===== config.mk =====
export PLATFORM = sky130hd
export DESIGN_NAME = emesh_rr_arbiter
export DESIGN_NICKNAME = d
export VERILOG_FILES = /design/src/rtl/emesh_rr_arbiter.sv
export SDC_FILE = /design/constraint.sdc
export NUM_CORES = 1
export LEC_CHECK = 0
export CAP_MARGIN = 20
export CORE_AREA = 5 5 165 167
export DETAILED_ROUTE_END_ITERATION = 7
export DIE_AREA = 0 0 170 172
export PLACE_DENSITY = 0.51
export SYNTH_ARGS = -nofsm -noshare
export SYNTH_HDL_FRONTEND = slang
export SYNTH_SLANG_ARGS = --single-unit

===== constraint.sdc =====
create_clock -name clk -period 2.3 [get_ports clk]
set_input_delay 0.46 -clock clk [delete_from_list [all_inputs] [get_ports clk]]
set_output_delay 0.46 -clock clk [all_outputs]
set_load 0.03 [all_outputs]

===== src/rtl/emesh_rr_arbiter.sv =====
// Three-way round-robin arbiter merging cmesh/rmesh/xmesh packets into one
// registered emesh output stage with valid/ready flow control.
module emesh_rr_arbiter #(
    parameter int AW = 32,
    parameter int PW = 2*AW+40
) (
    input  logic          clk,
    input  logic          nreset,
    input  logic          cmesh_access_in,
    input  logic [PW-1:0] cmesh_packet_in,
    output logic          cmesh_ready_out,
    input  logic          rmesh_access_in,
    input  logic [PW-1:0] rmesh_packet_in,
    output logic          rmesh_ready_out,
    input  logic          xmesh_access_in,
    input  logic [PW-1:0] xmesh_packet_in,
    output logic          xmesh_ready_out,
    output logic          emesh_access_out,
    output logic [PW-1:0] emesh_packet_out,
    input  logic          emesh_ready_in,
    output logic [1:0]    arb_state_out
);

    // Handshake: a transfer happens on a rising edge where valid (access) and
    // ready are both high; ready never depends on the packet contents.

    // Priority pointer names the port searched first.
    localparam logic [1:0] PC = 2'd0;
    localparam logic [1:0] PR = 2'd1;
    localparam logic [1:0] PX = 2'd2;

    logic [1:0]    ptr_q, ptr_d;
    logic          access_q, access_d;
    logic [PW-1:0] packet_q, packet_d;
    logic          can_accept;
    logic [2:0]    grant;   // {x, r, c}

    assign can_accept = ~access_q | emesh_ready_in;

    always_comb begin
        grant = 3'b000;
        case (ptr_q)
            PR: begin
                if (rmesh_access_in)      grant = 3'b010;
                else if (xmesh_access_in) grant = 3'b100;
                else if (cmesh_access_in) grant = 3'b001;
            end
            PX: begin
                if (xmesh_access_in)      grant = 3'b100;
                else if (cmesh_access_in) grant = 3'b001;
                else if (rmesh_access_in) grant = 3'b010;
            end
            default: begin
                if (cmesh_access_in)      grant = 3'b001;
                else if (rmesh_access_in) grant = 3'b010;
                else if (xmesh_access_in) grant = 3'b100;
            end
        endcase
    end

    assign cmesh_ready_out = grant[0] & can_accept & nreset;
    assign rmesh_ready_out = grant[1] & can_accept & nreset;
    assign xmesh_ready_out = grant[2] & can_accept & nreset;

    // While stalled everything holds; otherwise the served port drops to
    // lowest priority and its packet is captured.
    always_comb begin
        ptr_d    = ptr_q;
        access_d = access_q;
        packet_d = packet_q;
        if (can_accept) begin
            access_d = |grant;
            if (grant[0]) begin
                packet_d = cmesh_packet_in;
                ptr_d    = PR;
            end else if (grant[1]) begin
                packet_d = rmesh_packet_in;
                ptr_d    = PX;
            end else if (grant[2]) begin
                packet_d = xmesh_packet_in;
                ptr_d    = PC;
            end
        end
    end

    always_ff @(posedge clk) begin
        if (!nreset) begin
            ptr_q    <= PC;
            access_q <= 1'b0;
            packet_q <= '0;
        end else begin
            ptr_q    <= ptr_d;
            access_q <= access_d;
            packet_q <= packet_d;
        end
    end

    assign emesh_access_out = access_q;
    assign emesh_packet_out = packet_q;
    assign arb_state_out    = ptr_q;

endmodule

==> metrics.txt, run 1 <==
Leak Pwr=0.004223 uW; pin count of the biggest net entering global routing=57; part of the Yosys area used for sequential elements=0.4299; Setup crit end kind=output pin; 1st-pass router iterations=4; Final Wtd Congestion=0.7753; Root Buffer=clkbuf_16; # DRC=0; Startpoint Class=register; Peak supply drop=0.0002471 V; Antenna Nets Post-Route=0; CTS max path bufs=2; Syn Nets=819; PD cells=713.6 nW/um^2; setup TNS=0 ns; compound-gate portion of the synthesized area=0.2777; Largest stage delay, worst path=0.38 ns; Register-to-Register Path Depth=9; worst-margin pin slew=0.3780 ns; Unique masters post-synth=32; WP data required=1.84 ns; vias in the first global route=5874; RSZ-0062 raised after global routing=yes; Synth area leaders=dfxtp_1 43%, mux2i_1 21%, a22oi_1 16%; Vias/cell=4.393; dpl hpwl=19130 um; H-tree levels=3; Die Ht=172 um; initial antenna violation count=0; Simple-Gate Fraction of Synth Area=0.02210; number of synthesized flops with an enable pin=0; GRT busiest layer=met2; Setup Fix Bufs, Post-CTS=0; FFs w/ async S/R, synth=0; cell taking the most area after synthesis=dfxtp_1; total gr overflow=0; Post-Syn Instances=499; routing usage on met1=0.1681; HP Class=register to register; achievable frequency=435.7 MHz; Top FF cell, synth=dfxtp_1; routed vias=5632; final setup vio count=0; Max-Cap Viols=0; Post-synth top cells=107 x dfxtp_1, 104 x a22oi_1, 104 x mux2i_1, 60 x o21ai_1, 44 x o21ai_0; minimum clock period=2.295 ns; Syn Area/Cell=9.985 um^2; CORE AREA=25620 um^2; Synth Register Bits=107; top-count cell post-synth=dfxtp_1; clk slew on worst S/H paths=0.08 ns; hold_buf cts=0; area grow syn2layout=106.9%; Total GRT Usage=0.1509; Setup CP Type=register to output pin; count of input and output buffers=427; WL/cell=18.61 um; I/O pin total=428; CP max stage cell=a221o_1; Ys Warns=0; Post-Route WL=23860 um; xor-xnor portion of the synthesized cell area=0; ratio of cells with drive above 1 in the final layout=0.08140; M3 GR Usage=0.06013; final hold violations=0; crit path cell chain=inv_2, ha_4, inv_4, a221o_1, nor2_4, buf_12, buf_8; WHS Path Cells=2; Final Cycle Share=0.9978; adder-cell area share of the yosys netlist=0.005023; Max FO, Critical Path=5; DIE AREA=29240 um^2; CTS tree=built; Die X=170 um; first-pass GRT wire length=34330 um; outcome=finished, final reports clean; Slew headroom=0.7472; clock skew=0.01315 ns; FP Rows=59; total CTS buffers=9; initial DRC count=204; clk_lat worst skew=0.35 ns; layout net count=1262; # clock sinks=107; largest family of logic cells by synthesized area=compound AO/OA/AOI/OAI gates; mux cell area share after synthesis=0.2089; met2 Usage GRT=0.2664; CP Data Arrival Time=1.83 ns; fin util=0.4023; Final Max Tran Viols=0; Yosys top cell area share=0.4299; Initial Util=0.1945; Cell Area, Synth=4982 um^2
==> worst max-delay path: cells and delay by family (launching register included) <==
| kind | cells | cell delay (ns) |
|---|---|---|
| adder cells (fa/ha/maj) | 1 | 0.30 |
| buffers and inverters | 4 | 0.32 |
| flip-flops | 1 | 0.33 |
| AND/OR/NAND/NOR | 1 | 0.15 |
| AO/OA/AOI/OAI | 1 | 0.38 |
==> what timing repair did <==
item | in CTS | in global routing
pin swaps | 1 | 3
gates resized for setup | 2 | 8
endpoints found under the setup margin | 3 | 3
==> layout by cell type (no fill, tap or decap), drive strengths merged <==
cell type	synthesis	routed
nand2b	3	3
inv	4	4
and3	1	1
a22oi	104	104
clkinvlp	0	3
mux2i	104	104
diode	0	1
a31oi	1	1
clkbuf	15	11
o21a	1	1
nor2b	4	4
nor2	4	4
o211a	1	1
a2bb2oi	1	1
o21ai	105	105
o2bb2ai	1	1
dfxtp	107	107
bufinv	0	1
ha	2	2
nand3	1	1
a21boi	1	1
nor3	2	2
a221o	1	1
a21oi	3	3
buf	29	52
and2	1	1
clkdlybuf4s50	0	424
nand2	3	3
==> metal layers <==
metal | vias to the layer above | share of wire
met5 | - | 0
met4 | 0 | 0.019
met3 | 21 | 0.11
met2 | 281 | 0.49
met1 | 2543 | 0.38
li1 | 2787 | -
==> cells by family after synthesis <==
family                     count (synthesis)
AOI/OAI and AO/OA                        219
DFF                                      107
muxes                                    104
buffers and inverters                     48
and+or+nand+nor                           19
adders and majority gates                  2
==> per-stage QoR <==
stage / setup WS [ns] / hold slack [ns] / std cells / total power (uW) / cell area, um^2
after floorplan: 0.009742 / 0.5778 / 499 / 4039 / 4982
after global placement: -0.02254 / 0.4600 / 1266 / 5832 / 9985
after detailed placement: -0.06212 / 0.4665 / 1266 / 5834 / 9985
after CTS: -0.05917 / 0.4847 / 1281 / 7479 / 10290
after global routing: -0.09262 / 0.5088 / 1281 / 7750 / 10300
final: 0.005017 / 0.4778 / 1282 / 7354 / 10310
==> path summary, 6_finish.rpt <==
path                                             from               endpoint  slack [ns]
worst max-delay path                 arb_state_out[0]        cmesh_ready_out       0.005
worst min-delay path            emesh_packet_out[103]  emesh_packet_out[103]        0.48
worst max register to register       arb_state_out[0]   emesh_packet_out[63]        0.30
worst min register to register  emesh_packet_out[103]  emesh_packet_out[103]        0.48
==> registers in the layout (all words and copies together) (netlist names) <==
register          count
emesh_packet_out    104
emesh_access_out      1
arb_state_out         2
==> layout make-up <==
cell class	instances	area, um^2
fill	2596	15310
clock buffer	11	232.7
tap	335	419.2
timing repair buffer	476	4830
antenna	1	2.502
sequential	107	2145
clock inverter	4	52.55
inverter	4	17.52
multi-input combinational	344	2608
==> report_power, final <==
part | internal (uW) | switching [uW] | leakage, uW
combinational | 1660 | 1680 | 0.00321
sequential | 2230 | 200 | 0.000887
clock | 843 | 743 | 0.000128
Note: power is estimated with default switching activity, not from simulation.
==> run 2, diff against run 1 <==
Settings changed: CORE_AREA 5 5 165 167 to 5 5 162 164, CTS_BUF_LIST set to sky130_fd_sc_hd__clkbuf_8, DIE_AREA 0 0 170 172 to 0 0 167 169, PLACE_DENSITY 0.51 to 0.53.
==> metrics.txt, run 2 (same netlist as run 1, synthesis figures left out) <==
Setup crit end kind=output pin; CP max stage cell=a221o_1; Fin Hold WS=0.4928 ns; Slew headroom=0.7001; FP Rows=58; area grow syn2layout=104.5%; family with the most delay on the worst path=compound AO/OA/AOI/OAI gates; failing checks=setup timing; worst-margin pin slew=0.4485 ns; final setup vio count=1; WP buf/inv=4; first-pass GRT wire length=35990 um; ratio of cells with drive above 1 in the final layout=0.09100; max reg flops=104; crit path cell chain=inv_2, ha_4, inv_4, a221o_1, nor2_4, buf_12, buf_8; Total GRT Usage=0.1646; pin count of the biggest net entering global routing=61; Max FO, Critical Path=5; filler cell count=2510; placed cell count=1263; Die Ht=169 um; WP data required=1.84 ns; clock skew=0.009959 ns; sink of the worst hold path=emesh_packet_out[44]; total gr overflow=0; Post-Route WL=24800 um; clk slew on worst S/H paths=0.11 ns; Largest stage delay, worst path=0.39 ns; Final WS setup=-0.03747 ns; 1st-pass router iterations=4; Final Cycle Share=1.016; minimum clock period=2.337 ns; reg-to-reg critical path endpoint=emesh_packet_out[76]; Final Max Tran Viols=0; # clock sinks=107; CTS tree=built; r2r startpoint=arb_state_out[0]; Startpoint Class=register; layout net count=1271; Leak Pwr=0.004206 uW; most common cell after layout, fill and taps aside=clkdlybuf4s50_1; initial antenna violation count=1; Initial Util=0.2013; commonest non-fill, non-tap cells in the layout=424 x clkdlybuf4s50_1, 105 x dfxtp_1, 104 x mux2i_1, 104 x a22oi_1, 60 x o21ai_1; Peak supply drop=0.0003608 V; achievable frequency=427.8 MHz; Layout Cells excl Fill=1287; WHS Path Cells=2; area of the multi-input gates=2601 um^2; CTS max path bufs=2; initial DRC count=318; total CTS buffers=9; Max-Cap Viols=0; CP Data Arrival Time=1.88 ns; final hold violations=0; PD cells=679.4 nW/um^2; vias in the first global route=5870; Final Wtd Congestion=0.8216; Die X=167 um; routed vias=5745; # DRC=0; clk_lat worst skew=0.38 ns; Vias/cell=4.464; Root Buffer=clkbuf_8; I/O pin total=428; Antenna Nets Post-Route=0; count of input and output buffers=427; reg-to-reg slack, setup=0.13 ns; DIE AREA=28220 um^2; H-tree levels=3; WL/cell=19.27 um; CORE AREA=24750 um^2; dpl hpwl=19700 um; hold path startpoint=emesh_packet_out[44]; HP Class=register to register; Register-to-Register Path Depth=11; RSZ-0062 raised after global routing=yes; Storage cell area=2145 um^2; Setup CP Type=register to output pin; outcome=finished with violations
[run 2: changes by cell type in the layout (fill, tap and decap cells not counted), sizes merged]
cell	before	now
clkbuf	11	9
clkinvlp	3	0
clkinv	0	4
buf	52	61
bufinv	1	0
inv	4	7
[run 2: what timing repair did]
item                       CTS  global route
setup endpoints to repair    3             3
hold buffers                 0             0
pin swaps                    3             3
setup buffers                4             3
resized for setup            5             3
[run 2: worst reg2reg max path, cell delays in order (launching register included)]
cell     delay, ns
dfxtp_2       0.36
inv_2         0.05
ha_4          0.30
inv_4         0.04
a221o_1       0.39
nor2_4        0.13
buf_12        0.11
buf_4         0.09
buf_4         0.11
buf_4         0.28
a22oi_1       0.14
o21ai_1       0.09
[run 2: area by class of cell]
type | instances | share of cell area
Antenna cell | 1 | 0.0002456
Clock buffer | 9 | 0.01216
Sequential cell | 107 | 0.2105
Clock inverter | 7 | 0.004913
Multi-Input combinational cell | 344 | 0.2553
Timing Repair Buffer | 485 | 0.4746
Tap cell | 330 | 0.04053
Inverter | 4 | 0.001719
[run 2: routing by layer]
layer,part of all wire,vias up,GRT usage
li1,-,2817,-
met1,0.39,2645,0.1905
met2,0.51,275,0.2941
met3,0.095,8,0.06142
met4,0.0068,0,0.02953
met5,0,-,0
[run 2: report_power, final]
part           total, uW  leakage [uW]  internal (uW)  switching (uW)
clock network       1140     0.0000942            405             740
logic               3340       0.00322           1650            1690
registers           2430      0.000887           2230             203
[run 2: worst max-delay path by stage]
stage | from | endpoint | slack (ns) | cells after the start
2_1_floorplan | arb_state_out[0] | cmesh_ready_out | 0.01 | 6
3_3_place_gp | xmesh_access_in | emesh_packet_out[99] | 0.01 | 8
3_5_place_dp | xmesh_access_in | emesh_packet_out[10] | -0.03 | 7
4_1_cts | arb_state_out[0] | xmesh_ready_out | -0.08 | 7
5_1_grt | arb_state_out[0] | cmesh_ready_out | -0.13 | 7
6_report | arb_state_out[0] | cmesh_ready_out | -0.04 | 7
[run 2: metrics by stage]
step | TNS, ns | power [uW] | utilization | setup slack, ns | area [um^2]
6_report | -0.03747 | 6922 | 0.4117 | -0.03747 | 10190
5_1_grt | -0.3551 | 7302 | 0.4117 | -0.1291 | 10190
4_1_cts | -0.1624 | 7027 | 0.4105 | -0.08222 | 10160
3_5_place_dp | -0.06951 | 5813 | 0.4013 | -0.02791 | 9931
3_3_place_gp | 0 | 5810 | 0.4013 | 0.01027 | 9931
2_1_floorplan | 0 | 4039 | - | 0.009742 | 4982
==> run 3, diff against run 2 <==
Settings changed: CTS_CLUSTER_DIAMETER set to 100.
==> results of run 3 <==
Same layout as run 2: the final DEF is identical, and so are final timing and power.
